## config.mk

```make
export PLATFORM = sky130hd
export DESIGN_NAME = alu_arbiter_flat
export DESIGN_NICKNAME = d
export VERILOG_FILES = /design/src/rtl/alu_arbiter_if.sv /design/src/rtl/alu_arbiter.sv /design/src/flat_wrapper.sv
export SDC_FILE = /design/constraint.sdc
export NUM_CORES = 1
export LEC_CHECK = 0
export ABC_AREA = 1
export BUFFER_PORTS_ARGS = -buffer_cell sky130_fd_sc_hd__buf_2
export CAP_MARGIN = 20
export CORE_MARGIN = 4
export CORE_UTILIZATION = 45
export CTS_CLUSTER_DIAMETER = 120
export CTS_CLUSTER_SIZE = 10
export DETAILED_ROUTE_END_ITERATION = 8
export GPL_TIMING_DRIVEN = 0
export PLACE_DENSITY = 0.79
export SETUP_SLACK_MARGIN = 0.02
export SLEW_MARGIN = 5
export SYNTH_ARGS = -nofsm -noshare
export SYNTH_HDL_FRONTEND = slang
export SYNTH_SLANG_ARGS = --single-unit
```

## constraint.sdc

```tcl
create_clock -name clk -period 4.9 [get_ports clk]
set_input_delay 0.98 -clock clk [delete_from_list [all_inputs] [get_ports clk]]
set_output_delay 0.98 -clock clk [all_outputs]
set_load 0.02 [all_outputs]
```

## src/rtl/alu_arbiter_if.sv

```systemverilog
// Requester-side channel of alu_arbiter: operation handshake plus response handshake.
// The master modport is the requester and the slave modport is the arbiter.
interface alu_arbiter_if #(
  parameter int WIDTH = 6
);
  logic             req_valid;
  logic             req_ready;
  logic [3:0]       req_ctrl;
  logic [WIDTH-1:0] req_a;
  logic [WIDTH-1:0] req_b;
  logic             rsp_valid;
  logic             rsp_ready;
  logic [WIDTH-1:0] rsp_data;
  logic             rsp_carry;
  logic             rsp_zero;

  modport master (
    output req_valid, req_ctrl, req_a, req_b, rsp_ready,
    input  req_ready, rsp_valid, rsp_data, rsp_carry, rsp_zero
  );

  modport slave (
    input  req_valid, req_ctrl, req_a, req_b, rsp_ready,
    output req_ready, rsp_valid, rsp_data, rsp_carry, rsp_zero
  );
endinterface

```

## src/rtl/alu_arbiter.sv

```systemverilog
// Shares one combinational ALU between two requesters, one operation in flight at a time.
// Define ALU_ARB_FIXED_PRIO_EN for strict req0 priority instead of round-robin.
module alu_arbiter #(
  parameter int WIDTH = 6
) (
  input  logic             clk,
  input  logic             rst,
  alu_arbiter_if.slave     port0,
  alu_arbiter_if.slave     port1,
  output logic [3:0]       alu_ctrl,
  output logic [WIDTH-1:0] alu_a,
  output logic [WIDTH-1:0] alu_b,
  input  logic [WIDTH-1:0] alu_out,
  input  logic             alu_carry,
  input  logic             alu_zero
);

  typedef enum logic [1:0] {
    IDLE  = 2'd0,
    ISSUE = 2'd1,
    RESP  = 2'd2
  } state_t;

  state_t           state;
  state_t           state_next;
  logic             owner;
  logic [3:0]       op_ctrl;
  logic [WIDTH-1:0] op_a;
  logic [WIDTH-1:0] op_b;
  logic [WIDTH-1:0] res0_data;
  logic             res0_carry;
  logic             res0_zero;
  logic [WIDTH-1:0] res1_data;
  logic             res1_carry;
  logic             res1_zero;
  logic             grant_any;
  logic             grant_sel;
  logic             accept;
  logic             rsp_accept;

`ifndef ALU_ARB_FIXED_PRIO_EN
  logic             last_grant;
`endif

  // Ready is gated by rst so nothing can be accepted while reset is held.
  always_comb begin
    grant_any = port0.req_valid | port1.req_valid;
`ifdef ALU_ARB_FIXED_PRIO_EN
    grant_sel = ~port0.req_valid;
`else
    grant_sel = (port0.req_valid & port1.req_valid) ? ~last_grant : ~port0.req_valid;
`endif
    accept     = (state == IDLE) && grant_any && !rst;
    rsp_accept = owner ? port1.rsp_ready : port0.rsp_ready;
  end

  assign port0.req_ready = accept & ~grant_sel;
  assign port1.req_ready = accept & grant_sel;

  always_comb begin
    state_next = state;
    case (state)
      IDLE:    if (accept) state_next = ISSUE;
      ISSUE:   state_next = RESP;
      RESP:    if (rsp_accept) state_next = IDLE;
      default: state_next = IDLE;
    endcase
  end

  always_ff @(posedge clk or posedge rst) begin
    if (rst) state <= IDLE;
    else     state <= state_next;
  end

  always_ff @(posedge clk or posedge rst) begin
    if (rst) begin
      owner   <= 1'b0;
      op_ctrl <= '0;
      op_a    <= '0;
      op_b    <= '0;
    end else if (accept) begin
      owner   <= grant_sel;
      op_ctrl <= grant_sel ? port1.req_ctrl : port0.req_ctrl;
      op_a    <= grant_sel ? port1.req_a    : port0.req_a;
      op_b    <= grant_sel ? port1.req_b    : port0.req_b;
    end
  end

`ifndef ALU_ARB_FIXED_PRIO_EN
  always_ff @(posedge clk or posedge rst) begin
    if (rst)         last_grant <= 1'b1;
    else if (accept) last_grant <= grant_sel;
  end
`endif

  // Each requester keeps its own last result so an idle port never shows another's data.
  always_ff @(posedge clk or posedge rst) begin
    if (rst) begin
      res0_data  <= '0;
      res0_carry <= 1'b0;
      res0_zero  <= 1'b0;
      res1_data  <= '0;
      res1_carry <= 1'b0;
      res1_zero  <= 1'b0;
    end else if (state == ISSUE) begin
      if (owner) begin
        res1_data  <= alu_out;
        res1_carry <= alu_carry;
        res1_zero  <= alu_zero;
      end else begin
        res0_data  <= alu_out;
        res0_carry <= alu_carry;
        res0_zero  <= alu_zero;
      end
    end
  end

  assign alu_ctrl = op_ctrl;
  assign alu_a    = op_a;
  assign alu_b    = op_b;

  assign port0.rsp_valid = (state == RESP) && !owner;
  assign port0.rsp_data  = res0_data;
  assign port0.rsp_carry = res0_carry;
  assign port0.rsp_zero  = res0_zero;

  assign port1.rsp_valid = (state == RESP) && owner;
  assign port1.rsp_data  = res1_data;
  assign port1.rsp_carry = res1_carry;
  assign port1.rsp_zero  = res1_zero;

endmodule

```

## src/flat_wrapper.sv

```systemverilog
// flat-port wrapper written by rule: the top's interface ports become plain ports
module alu_arbiter_flat 
#(
  parameter int WIDTH = 6
)
  (clk, rst, alu_ctrl, alu_a, alu_b, alu_out, alu_carry, alu_zero, port0_req_valid, port0_req_ctrl, port0_req_a, port0_req_b, port0_rsp_ready, port0_req_ready, port0_rsp_valid, port0_rsp_data, port0_rsp_carry, port0_rsp_zero, port1_req_valid, port1_req_ctrl, port1_req_a, port1_req_b, port1_rsp_ready, port1_req_ready, port1_rsp_valid, port1_rsp_data, port1_rsp_carry, port1_rsp_zero);
  alu_arbiter_if #(.WIDTH(WIDTH)) port0_i ();
  alu_arbiter_if #(.WIDTH(WIDTH)) port1_i ();
  input  logic clk;
  input  logic rst;
  output logic [3:0] alu_ctrl;
  output logic [WIDTH-1:0] alu_a;
  output logic [WIDTH-1:0] alu_b;
  input  logic [WIDTH-1:0] alu_out;
  input  logic alu_carry;
  input  logic alu_zero;
  input wire logic [$bits(port0_i.req_valid)-1:0] port0_req_valid;
  input wire logic [$bits(port0_i.req_ctrl)-1:0] port0_req_ctrl;
  input wire logic [$bits(port0_i.req_a)-1:0] port0_req_a;
  input wire logic [$bits(port0_i.req_b)-1:0] port0_req_b;
  input wire logic [$bits(port0_i.rsp_ready)-1:0] port0_rsp_ready;
  output wire logic [$bits(port0_i.req_ready)-1:0] port0_req_ready;
  output wire logic [$bits(port0_i.rsp_valid)-1:0] port0_rsp_valid;
  output wire logic [$bits(port0_i.rsp_data)-1:0] port0_rsp_data;
  output wire logic [$bits(port0_i.rsp_carry)-1:0] port0_rsp_carry;
  output wire logic [$bits(port0_i.rsp_zero)-1:0] port0_rsp_zero;
  input wire logic [$bits(port1_i.req_valid)-1:0] port1_req_valid;
  input wire logic [$bits(port1_i.req_ctrl)-1:0] port1_req_ctrl;
  input wire logic [$bits(port1_i.req_a)-1:0] port1_req_a;
  input wire logic [$bits(port1_i.req_b)-1:0] port1_req_b;
  input wire logic [$bits(port1_i.rsp_ready)-1:0] port1_rsp_ready;
  output wire logic [$bits(port1_i.req_ready)-1:0] port1_req_ready;
  output wire logic [$bits(port1_i.rsp_valid)-1:0] port1_rsp_valid;
  output wire logic [$bits(port1_i.rsp_data)-1:0] port1_rsp_data;
  output wire logic [$bits(port1_i.rsp_carry)-1:0] port1_rsp_carry;
  output wire logic [$bits(port1_i.rsp_zero)-1:0] port1_rsp_zero;
  assign port0_i.req_valid = port0_req_valid;
  assign port0_i.req_ctrl = port0_req_ctrl;
  assign port0_i.req_a = port0_req_a;
  assign port0_i.req_b = port0_req_b;
  assign port0_i.rsp_ready = port0_rsp_ready;
  assign port0_req_ready = port0_i.req_ready;
  assign port0_rsp_valid = port0_i.rsp_valid;
  assign port0_rsp_data = port0_i.rsp_data;
  assign port0_rsp_carry = port0_i.rsp_carry;
  assign port0_rsp_zero = port0_i.rsp_zero;
  assign port1_i.req_valid = port1_req_valid;
  assign port1_i.req_ctrl = port1_req_ctrl;
  assign port1_i.req_a = port1_req_a;
  assign port1_i.req_b = port1_req_b;
  assign port1_i.rsp_ready = port1_rsp_ready;
  assign port1_req_ready = port1_i.req_ready;
  assign port1_rsp_valid = port1_i.rsp_valid;
  assign port1_rsp_data = port1_i.rsp_data;
  assign port1_rsp_carry = port1_i.rsp_carry;
  assign port1_rsp_zero = port1_i.rsp_zero;
  alu_arbiter #(.WIDTH(WIDTH)) u_core (.clk(clk), .rst(rst), .port0(port0_i), .port1(port1_i), .alu_ctrl(alu_ctrl), .alu_a(alu_a), .alu_b(alu_b), .alu_out(alu_out), .alu_carry(alu_carry), .alu_zero(alu_zero));
endmodule
```

; After elaboration in Yosys (flattened, before gate mapping)
; Index checks and enable logic that the tools add are counted.
[word_totals]
reg_bits = 36
latch_bits = 0
ram_bits = 0
romBits = 0
n_memories = 0
[classes]
addsub = 0
n_mul = 0
div = 0
order_cmp = 0
n_eq_ne = 4
n_shift = 0
n_mux = 8
n_bitwise = 8
reduce_logical = 10
[op_table]
columns = cell, n
row1 = $mux 6, 2
row2 = $pmux 2 s3, 1
row3 = $reduce_and 2->1, 3
row4 = $logic_and 1x1->1, 4
row5 = $mux 2, 2
row6 = $mux 4, 1
row7 = $ne 2x1->1 const B, 2
row8 = $not 1->1, 4
row9 = $and 1x1->1, 3
row10 = $eq 2x1->1 const B, 1
row11 = $eq 2x2->1 const B, 1
row12 = $logic_not 1->1, 2
row13 = $logic_not 2->1, 1
row14 = $mux 1, 2
row15 = $or 1x1->1, 1

; Logic depth before layout (Yosys ltp)
[logic_depth]
word_depth = 5
ltp_mapped = 8
depth_no_buf = 7

; Worst setup path before layout
; No wires, ideal clock.
[synth_timing]
kind = input to output
startpoint = input port rst
endpoint = output port port0_req_ready
t_arrival_ns = 2.534
required_time_ns = 3.920
path_slack_ns = 1.386
cell_stages = 4
n_path_buf = 1
cell_sequence = inv_1 -> nand2_2 -> buf_2 -> nor2_1
[synth_between]
elab_chain_len = 3
[synth_rtl]
columns = element, line_no
row1 = from (decl), flat_wrapper.sv:10  ; input logic rst;
row2 = $logic_not 1->1, alu_arbiter.sv:53  ; accept = (state == IDLE) && grant_any && !rst;
row3 = $logic_and 1x1->1, alu_arbiter.sv:53
row4 = $and 1x1->1, alu_arbiter.sv:57  ; assign port0.req_ready = accept & ~grant_sel;
row5 = to (decl), flat_wrapper.sv:22  ; output wire logic [$bits(port0_i.req_ready)-1:0] port0_req_ready;
; Every way passes these cells.

; Worst setup path after layout
; Ends and elaborated chain as after synthesis.

==> reports/metrics.cfg <==
[route]
first_pass_iters = 4
drt_first_iter_violations = 113
wl_per_cell_um = 11.78
wirelength_um = 4042
drc_errors = 0
via_per_inst = 4.627
antenna_left = 0
vias = 1587

[synthesis]
yosysTopAreaCellShare = 0.5315
synth_warnings = 0
synth_seq_area_share = 0.5475
synth.distinct_cells = 14
syn_area_sq_um = 1648
syn_nets = 255
postSynthCellCount = 209
yosysTopAreaCell = dfrtp_1
avgSynthCellArea_sq_um = 7.884
synth.ff_latch_count = 36
synth_top_cells_by_area = dfrtp_1 (53%), nand2_1 (24%), nand3_1 (5.8%)

[floorplan]
die_h_um = 68.52
die-area_sq_um = 4694
start_util = 0.4787
ios = 82
core_area_sq_um = 3442
rows = 21
fp.dieW_um = 68.52

[timing]
hold_viol = 0
max_freq_mhz = 288.3
skew_ns = 0.008149
worst-slew-pin-transition_ns = 0.7574
tns_ns = 0
period_share = 0.7079
final-max-slew-violation-count = 0
finalSetupViolCount = 0
slew-limit-headroom = 0.4943
min_period_ns = 3.469
rsz0062_at_grt = false

[clock_network]
clk_path_buf_depth = 2
cts_tree = done
clk_latency_ns = 0.29
htreeDepth = 2
ctsHoldBuffers = 0
numCtsBuffers = 5
cts_root_buf = clkbuf_8
path_clk_slew_ns = 0.07
ctsResizeCount = 0
cts_setup_buffers = 0
clkSinkCount = 36

[power]
p_leak_uw = 0.001345
totalPowerFinal_uw = 1411
powerDensity_nw_per_um2 = 632.3
ir_drop_mv = 0.3427

[setup_path]
worstSetupStartpointType = input pin
cp_common_cell = buf_2
critPathMaxFanout = 37
cp_data_arrival_time_ns = 2.49
critPathSlowestCell = inv_2
cp_slowest_stage_delay_ns = 0.55
path_cells = buf_2 -> inv_2 -> nand2_2 -> buf_2 -> nor2_1 -> buf_2
cp-end-kind = primary output
cp.required_ns = 3.92
path_class = in2out
rrSetupSlack_ns = 3.49

[final_layout]
multiInputGateArea_sq_um = 635.6
nets = 342
nFillCells = 330
seq_area_sq_um = 902.1
final_common_cell = nand2_1
syn_to_final_growth_pct = 35.46
final_cell_mix = nand2_1 (104), buf_2 (84), dfrtp_1 (35)
drive_gt1_frac = 0.3434
n_antenna_cell = 0

[outcome]
status = completed

[grt]
grt_pass1_vias = 1383
antenna_found_initial = 0
track_usage = 0.1809
grt_pass1_wl_um = 6203
grt_overflow = 0
grt_max_degree = 38

[run]
drv_cap = 0

[place]
io_buffers = 80
gp_congestion = 0.8301
place_hpwl_um = 3085

[hold_path]
holdCritPathClass = reg2reg

-- final timing paths --
| check | to | depth (start not counted) | startpoint |
|---|---|---|---|
| max | port0_req_ready | 6 | rst |
| min in group asynchronous | u_core.alu_ctrl[2] | 2 | rst |
| min reg2reg | u_core.last_grant | 2 | u_core.last_grant |
| max in group asynchronous | u_core.alu_ctrl[3] | 2 | rst |
| max reg2reg | u_core.alu_ctrl[3] | 7 | u_core.state[1] |
| min | u_core.last_grant | 2 | u_core.last_grant |
-- cells in the mapped netlist --
| cell | number |
|---|---|
| nand2_1 | 104 |
| dfrtp_1 | 35 |
| nand3_1 | 19 |
| o21ai_0 | 17 |
| inv_1 | 15 |
| nor2_1 | 5 |
| buf_2 | 4 |
| nand2_2 | 3 |
| buf_6 | 2 |
| buf_4 | 1 |
| clkbuf_1 | 1 |
| dfstp_2 | 1 |
| nor2_4 | 1 |
| nor3_4 | 1 |
-- worst max-delay path, delay by kind of cell --
family        cells  cell delay, ns
buf+inv           4            1.12
simple gates      2            0.38
-- routing by layer --
metal  track usage  vias up  part of all wire
met3       0.04376        4             0.050
met2        0.3039       39              0.51
met1        0.2307      726              0.43
met5             0        -                 0
met4       0.05211        0            0.0099
li1              -      818                 -
-- cells by family (layout without fill, tap and decap cells) --
family / Yosys count / after routing / share of synthesized area
AND/OR/NAND/NOR: 133 / 133 / 0.3341
AO/OA/AOI/OAI: 17 / 17 / 0.05163
buffers and inverters: 23 / 111 / 0.06682
flip-flops: 36 / 36 / 0.5475
-- sequential cells by signal, indices dropped and copies added (netlist names) --
signal / cells
u_core.owner: 1
u_core.alu_b: 6
u_core.state: 2
u_core.port1.rsp_carry: 1
u_core.port1.rsp_data: 6
u_core.alu_ctrl: 4
u_core.port0.rsp_carry: 1
u_core.alu_a: 6
u_core.port0.rsp_zero: 1
u_core.last_grant: 1
u_core.port0.rsp_data: 6
u_core.port1.rsp_zero: 1
-- where the power goes --
group,internal (uW),switching (uW)
Sequential,445,78.9
Combinational,204,402
Clock,179,102
Total,828,583
-- stage by stage --
step / hold WS (ns) / std cells / instance area, sq um / worst slack (ns) / utilization
after floorplan: 0.4352 / 209 / 1648 / 1.386 / -
after global placement: 0.4564 / 335 / 2106 / 0.8179 / 0.6118
final: 0.4715 / 343 / 2232 / 1.431 / 0.6485
after global routing: 0.5022 / 343 / 2232 / 1.220 / 0.6485
after detailed placement: 0.4597 / 335 / 2106 / 1.375 / 0.6118
after CTS: 0.4733 / 343 / 2232 / 1.377 / 0.6485
-- cell type report --
class / count / area share
Tap cell: 46 / 0.02578
Clock inverter: 1 / 0.01345
Buffer: 8 / 0.02410
Inverter: 15 / 0.02522
Timing Repair Buffer: 80 / 0.1794
Multi-Input combinational cell: 150 / 0.2848
Clock buffer: 7 / 0.04316
Sequential cell: 36 / 0.4041
Note: power is estimated with default switching activity, not from simulation.
